[src/rtl/adsr_env.sv]
// adsr_env: gate-driven linear ADSR envelope applied to a signed sample stream
// Ports:
//   i_clk, i_reset_n (async, active low)
//   i_in_ready       sample strobe; the only cycle on which state/env/output update
//   i_gate           note on/off, sampled on strobes
//   i_sample_in      signed input sample
//   i_attack_step, i_decay_step, i_release_step  per-sample rates (0 = instant)
//   i_sustain_level  sustain target
//   o_sample_out     registered sample_in * env >>> ENV_WIDTH
//   o_out_valid      one-cycle pulse after each strobe
//   o_env_level, o_env_state, o_busy  envelope status
module adsr_env #(
  parameter int WIDTH      = 16,
  parameter int ENV_WIDTH  = 16,
  parameter int RATE_WIDTH = 16
) (
  input  logic                         i_clk,
  input  logic                         i_reset_n,
  input  logic                         i_in_ready,
  input  logic                         i_gate,
  input  logic signed [WIDTH-1:0]      i_sample_in,
  input  logic        [RATE_WIDTH-1:0] i_attack_step,
  input  logic        [RATE_WIDTH-1:0] i_decay_step,
  input  logic        [ENV_WIDTH-1:0]  i_sustain_level,
  input  logic        [RATE_WIDTH-1:0] i_release_step,
  output logic signed [WIDTH-1:0]      o_sample_out,
  output logic                         o_out_valid,
  output logic        [ENV_WIDTH-1:0]  o_env_level,
  output logic        [2:0]            o_env_state,
  output logic                         o_busy
);
  localparam int EXT = ENV_WIDTH + 1;
  localparam int PW  = WIDTH + ENV_WIDTH + 1;
  localparam logic [ENV_WIDTH-1:0] ENV_MAX = '1;
  typedef enum logic [2:0] {
    S_IDLE    = 3'd0,
    S_ATTACK  = 3'd1,
    S_DECAY   = 3'd2,
    S_SUSTAIN = 3'd3,
    S_RELEASE = 3'd4
  } state_t;
  state_t                   r_state, w_next_state;
  logic [ENV_WIDTH-1:0]     r_env, w_next_env;
  logic signed [WIDTH-1:0]  r_sample_out;
  logic                     r_out_valid;
  logic [EXT-1:0]           w_env_x, w_att_x, w_dec_x, w_rel_x, w_sus_x, w_att_sum;
  logic                     w_att_full, w_dec_done, w_rel_done, w_go_attack, w_go_release;
  logic signed [PW-1:0]     w_samp_s, w_env_s, w_prod;
  // Stepping is one bit wider than the envelope so overflow is visible before saturation
  assign w_env_x   = {1'b0, r_env};
  assign w_att_x   = EXT'(i_attack_step);
  assign w_dec_x   = EXT'(i_decay_step);
  assign w_rel_x   = EXT'(i_release_step);
  assign w_sus_x   = {1'b0, i_sustain_level};
  assign w_att_sum = w_env_x + w_att_x;
  assign w_att_full = (i_attack_step == '0) || (w_att_sum >= {1'b0, ENV_MAX});
  // env - step <= sustain rewritten as env - sustain <= step; only meaningful when env > sustain
  assign w_dec_done = (i_decay_step == '0) || (w_env_x <= w_sus_x) || (w_env_x - w_sus_x <= w_dec_x);
  assign w_rel_done = (i_release_step == '0) || (w_env_x <= w_rel_x);
  assign w_go_attack  = i_gate && (r_state == S_IDLE || r_state == S_ATTACK || r_state == S_RELEASE);
  assign w_go_release = !i_gate && (r_state == S_ATTACK || r_state == S_DECAY || r_state == S_SUSTAIN);
  always_comb begin
    w_next_state = r_state;
    w_next_env   = r_env;
    if (w_go_attack) begin
      w_next_state = w_att_full ? S_DECAY : S_ATTACK;
      w_next_env   = w_att_full ? ENV_MAX : ENV_WIDTH'(w_att_sum);
    end else if (w_go_release) begin
      w_next_state = S_RELEASE;
    end else begin
      case (r_state)
        S_IDLE:    w_next_env = '0;
        S_DECAY: begin
          w_next_state = w_dec_done ? S_SUSTAIN : S_DECAY;
          w_next_env   = w_dec_done ? i_sustain_level : ENV_WIDTH'(w_env_x - w_dec_x);
        end
        S_SUSTAIN: w_next_env = i_sustain_level;
        S_RELEASE: begin
          w_next_state = w_rel_done ? S_IDLE : S_RELEASE;
          w_next_env   = w_rel_done ? '0 : ENV_WIDTH'(w_env_x - w_rel_x);
        end
        default: ;
      endcase
    end
  end
  // Envelope is zero-extended so it multiplies as a non-negative signed value
  assign w_samp_s = {{(ENV_WIDTH+1){i_sample_in[WIDTH-1]}}, i_sample_in};
  assign w_env_s  = {{WIDTH{1'b0}}, w_env_x};
  assign w_prod   = w_samp_s * w_env_s;
  always_ff @(posedge i_clk or negedge i_reset_n) begin
    if (!i_reset_n) begin
      r_state      <= S_IDLE;
      r_env        <= '0;
      r_sample_out <= '0;
      r_out_valid  <= 1'b0;
    end else begin
      r_out_valid <= i_in_ready;
      if (i_in_ready) begin
        r_state      <= w_next_state;
        r_env        <= w_next_env;
        r_sample_out <= w_prod[ENV_WIDTH+WIDTH-1:ENV_WIDTH];
      end
    end
  end
  assign o_sample_out = r_sample_out;
  assign o_out_valid  = r_out_valid;
  assign o_env_level  = r_env;
  assign o_env_state  = r_state;
  assign o_busy       = (r_state != S_IDLE);
endmodule

[config.mk]
export PLATFORM = sky130hd
export DESIGN_NAME = adsr_env
export DESIGN_NICKNAME = d
export VERILOG_FILES = /design/src/rtl/adsr_env.sv
export SDC_FILE = /design/constraint.sdc
export NUM_CORES = 1
export LEC_CHECK = 0
export CORE_ASPECT_RATIO = 0.75
export CORE_UTILIZATION = 50
export CTS_BUF_LIST = sky130_fd_sc_hd__clkbuf_8
export DETAILED_ROUTE_END_ITERATION = 10
export DONT_BUFFER_PORTS = 1
export GPL_ROUTABILITY_DRIVEN = 0
export PLACE_DENSITY = 0.64
export SYNTH_ARGS = -nofsm -noshare
export SYNTH_HDL_FRONTEND = slang
export SYNTH_SLANG_ARGS = --single-unit
[constraint.sdc]
create_clock -name i_clk -period 8.4 [get_ports i_clk]
set_input_delay 1.26 -clock i_clk [delete_from_list [all_inputs] [get_ports i_clk]]
set_output_delay 1.26 -clock i_clk [all_outputs]
set_load 0.02 [all_outputs]
==> impl_metrics.py <==
metrics = {
    "cts": {
        "insertion_delay_ps": 310,
        "clock-sinks": 36,
        "cts-root-buf": "clkbuf_8",
        "postCtsHoldBufs": 0,
        "clock_path_buffers": 2,
        "cts.htree.levels": 2,
        "post-cts-setup-buffers": 0,
        "cts_resized": 0,
        "clk_pin_slew_worst_paths_ps": 90,
        "numCtsBuffers": 5,
        "cts_tree": "done",
    },
    "detailed_routing": {
        "drcViolationCount": 0,
        "drt-initial-drc-count": 895,
        "vias": 10900,
        "wl_per_cell_um": 20.1,
        "first_pass_iters": 5,
        "vias_per_cell": 5.79,
        "final_antenna_net_count": 0,
        "finalWirelength_um": 38000,
    },
    "final_layout": {
        "regArea_um2": 901,
        "final_area_um2": 13800,
        "nFillCells": 2454,
        "syn2layout_area_growth_pct": 3.70,
        "multi_input_area_um2": 11200,
        "nets": 2019,
        "drive_gt1_frac": 0.0349,
        "n_antenna_cell": 0,
    },
    "sta": {
        "tns_ps": 0,
        "clock_skew_ps": 11.1,
        "fin_crit_ps": 6930,
        "rsz0062_at_grt": "no",
        "final-hold-violation-count": 0,
        "slew_viol_final": 0,
        "maxSlewHeadroom": 0.170,
        "fin_crit_sh": 0.825,
        "fmax_mhz": 144,
        "worst_pin_slew_ps": 1250,
        "setup_viol": 0,
    },
    "global_route": {
        "first_global_vias": 11000,
        "grt.total_usage": 0.294,
        "grt.overflow.total": 0,
        "antenna_found_initial": 0,
        "grt_max_degree": 37,
        "top_usage_layer": "met1",
        "use_met2": 0.435,
        "grt_pass1_wl_um": 61700,
        "use_met3": 0.0481,
        "use_met1": 0.457,
    },
    "critical_path": {
        "reg2reg_depth": 21,
        "worstSetupStartpointType": "flop",
        "crit_fanout": 19,
        "r2r_slack_ps": 1470,
        "crit_path_start": "o_env_level[4]$_DFFE_PN0P_",
        "crit_type": "flop to flop",
        "crit_end": "o_sample_out[14]$_DFFE_PN0P_",
        "critPathRequiredTime_ps": 8600,
        "critical_path.endpoint_type": "flop",
        "worstPathArrival_ps": 7130,
        "r2r-start": "o_env_level[4]$_DFFE_PN0P_",
        "timing.rr.end": "o_sample_out[14]$_DFFE_PN0P_",
    },
    "place": {
        "placed_area_um2": 13700,
        "dpl.hpwl_um": 31400,
        "io_buffers": 0,
    },
    "synth": {
        "synth_top_area_cell": "fa_1",
        "synth-seq-cells": 36,
        "ys_types": 65,
        "synth_edf_count": 0,
        "ys_top_cells_by_area": "fa_1 30%, ha_1 18%, inv_1 8.0%, dfrtp_1 6.7%, and2_1 5.4%",
        "synth_ff_type": "dfrtp_1",
        "syn_area_um2": 13400,
        "syn_inst": 1567,
        "yosysTopAreaCellShare": 0.295,
        "syn_area_per_cell_um2": 8.52,
        "synthesis.nets": 2041,
        "yosysWarnings": 0,
        "ys_seq_area_frac": 0.0675,
        "async_flop_share": 1.00,
    },
    "floorplanning": {
        "die_h_um": 144,
        "dieArea_um2": 27400,
        "core-area_um2": 26100,
        "row_count": 51,
        "die_x_um": 191,
        "initial_utilization": 0.512,
        "pin_count": 121,
    },
    "job": {
        "cap_violations": 0,
    },
    "min_path": {
        "hp-class": "input pin to async pin",
    },
    "run_status": {
        "status": "complete, no violations",
    },
}
-- sequential cells by signal, summed over array words and instances, names as in the netlist --
| signal | count |
|---|---|
| o_out_valid | 1 |
| o_env_level | 16 |
| o_sample_out | 16 |
| o_env_state | 3 |
-- final cells by class --
cell class | count | area share
clock buffer | 5 | 0.00497
clock inverter | 3 | 0.00307
inverter | 286 | 0.0775
multi-input combinational | 1198 | 0.809
sequential | 36 | 0.0651
tap | 344 | 0.0311
timing repair buffer | 18 | 0.00976
-- metal layers --
layer,vias to the layer above,part of all wire
met2,434,0.41
li1,5104,-
met5,-,0
met1,5377,0.48
met3,28,0.11
met4,0,0.0083
-- cells in the final DEF, fill, tap and decap left out, types with 4 or more instances in the layout --
cell / synthesis / final
and3_1: 6 / 6
o2111ai_1: 7 / 7
o21ai_1: 5 / 5
fa_1: 197 / 197
a211oi_1: 17 / 17
inv_1: 286 / 286
xor2_1: 19 / 19
o21bai_1: 6 / 6
nor2_1: 58 / 58
a21oi_1: 70 / 70
clkbuf_8: 0 / 5
a221oi_1: 17 / 17
o31a_1: 4 / 4
and2_1: 116 / 116
nand3_1: 24 / 24
ha_1: 193 / 193
nand2_1: 175 / 175
o22ai_1: 7 / 7
nor3_1: 15 / 15
nand2b_1: 11 / 11
dfrtp_1: 36 / 36
nor2b_1: 10 / 10
a21o_1: 26 / 26
buf_4: 1 / 18
nand4_1: 13 / 13
nor4_1: 17 / 17
o21ai_0: 33 / 33
mux2_2: 13 / 13
or3_1: 14 / 14
or2_2: 4 / 4
xnor2_1: 47 / 47
a31oi_1: 11 / 11
o21a_1: 15 / 15
-- cell families after synthesis --
| logic type | synth area share |
|---|---|
| AO/OA/AOI/OAI | 0.129 |
| multiplexers | 0.0110 |
| XOR/XNOR | 0.0433 |
| adder cells (fa/ha/maj) | 0.476 |
| buffers and inverters | 0.0941 |
| AND/OR/NAND/NOR | 0.179 |
| flip-flops | 0.0675 |
-- cell usage after synthesis (all sizes together) (4+ instances only) --
cell type  number
a21oi          70
ha            193
nand2b         11
o21bai          6
clkbuf         44
xnor2          47
fa            197
a221oi         17
or2             4
nor2b          10
o22ai           7
a311oi          4
a21o           26
nand2         175
inv           286
o31a            4
or3            14
xor2           19
o21ai          38
o2111ai         7
o21a           15
dfrtp          36
a31oi          11
nand3          24
nand4          13
a211oi         17
mux2           13
nor3           17
nor4           17
and3            7
nor2           58
and2          116
-- worst max-delay path, stage by stage, from the launching register on --
cell	delay [ps]
dfrtp_1	1120
and2_1	260
fa_1	410
inv_1	80
fa_1	450
fa_1	420
fa_1	490
inv_1	60
fa_1	530
inv_1	50
fa_1	470
inv_1	40
ha_1	270
and4_1	210
nand2_1	90
a2bb2oi_1	380
a311oi_4	190
o311ai_1	430
o21ai_1	230
a41oi_1	280
xnor2_1	90
mux2_2	260
-- through the flow --
step | setup slack, ps | hold WS [ps] | std cells | utilization
final | 1470 | 641 | 1890 | 0.531
after CTS | 1480 | 629 | 1890 | 0.531
after floorplan | 1360 | 606 | 1567 | -
after global placement | 1300 | 634 | 1882 | 0.526
after global routing | 1130 | 623 | 1890 | 0.531
after detailed placement | 1230 | 643 | 1882 | 0.526
-- worst min-delay path by stage --
stage	endpoint	slack (ps)
floorplan	o_sample_out[0]$_DFFE_PN0P_	610
global placement	o_sample_out[1]$_DFFE_PN0P_	630
detailed placement	o_sample_out[1]$_DFFE_PN0P_	640
CTS	o_env_level[2]$_DFFE_PN0P_	630
global route	o_out_valid$_DFF_PN0_	620
finish	o_sample_out[9]$_DFFE_PN0P_	640
Power is left out: the tool's default activity adds up to more than one toggle a clock period on the data nets, which glitch-free logic cannot reach.
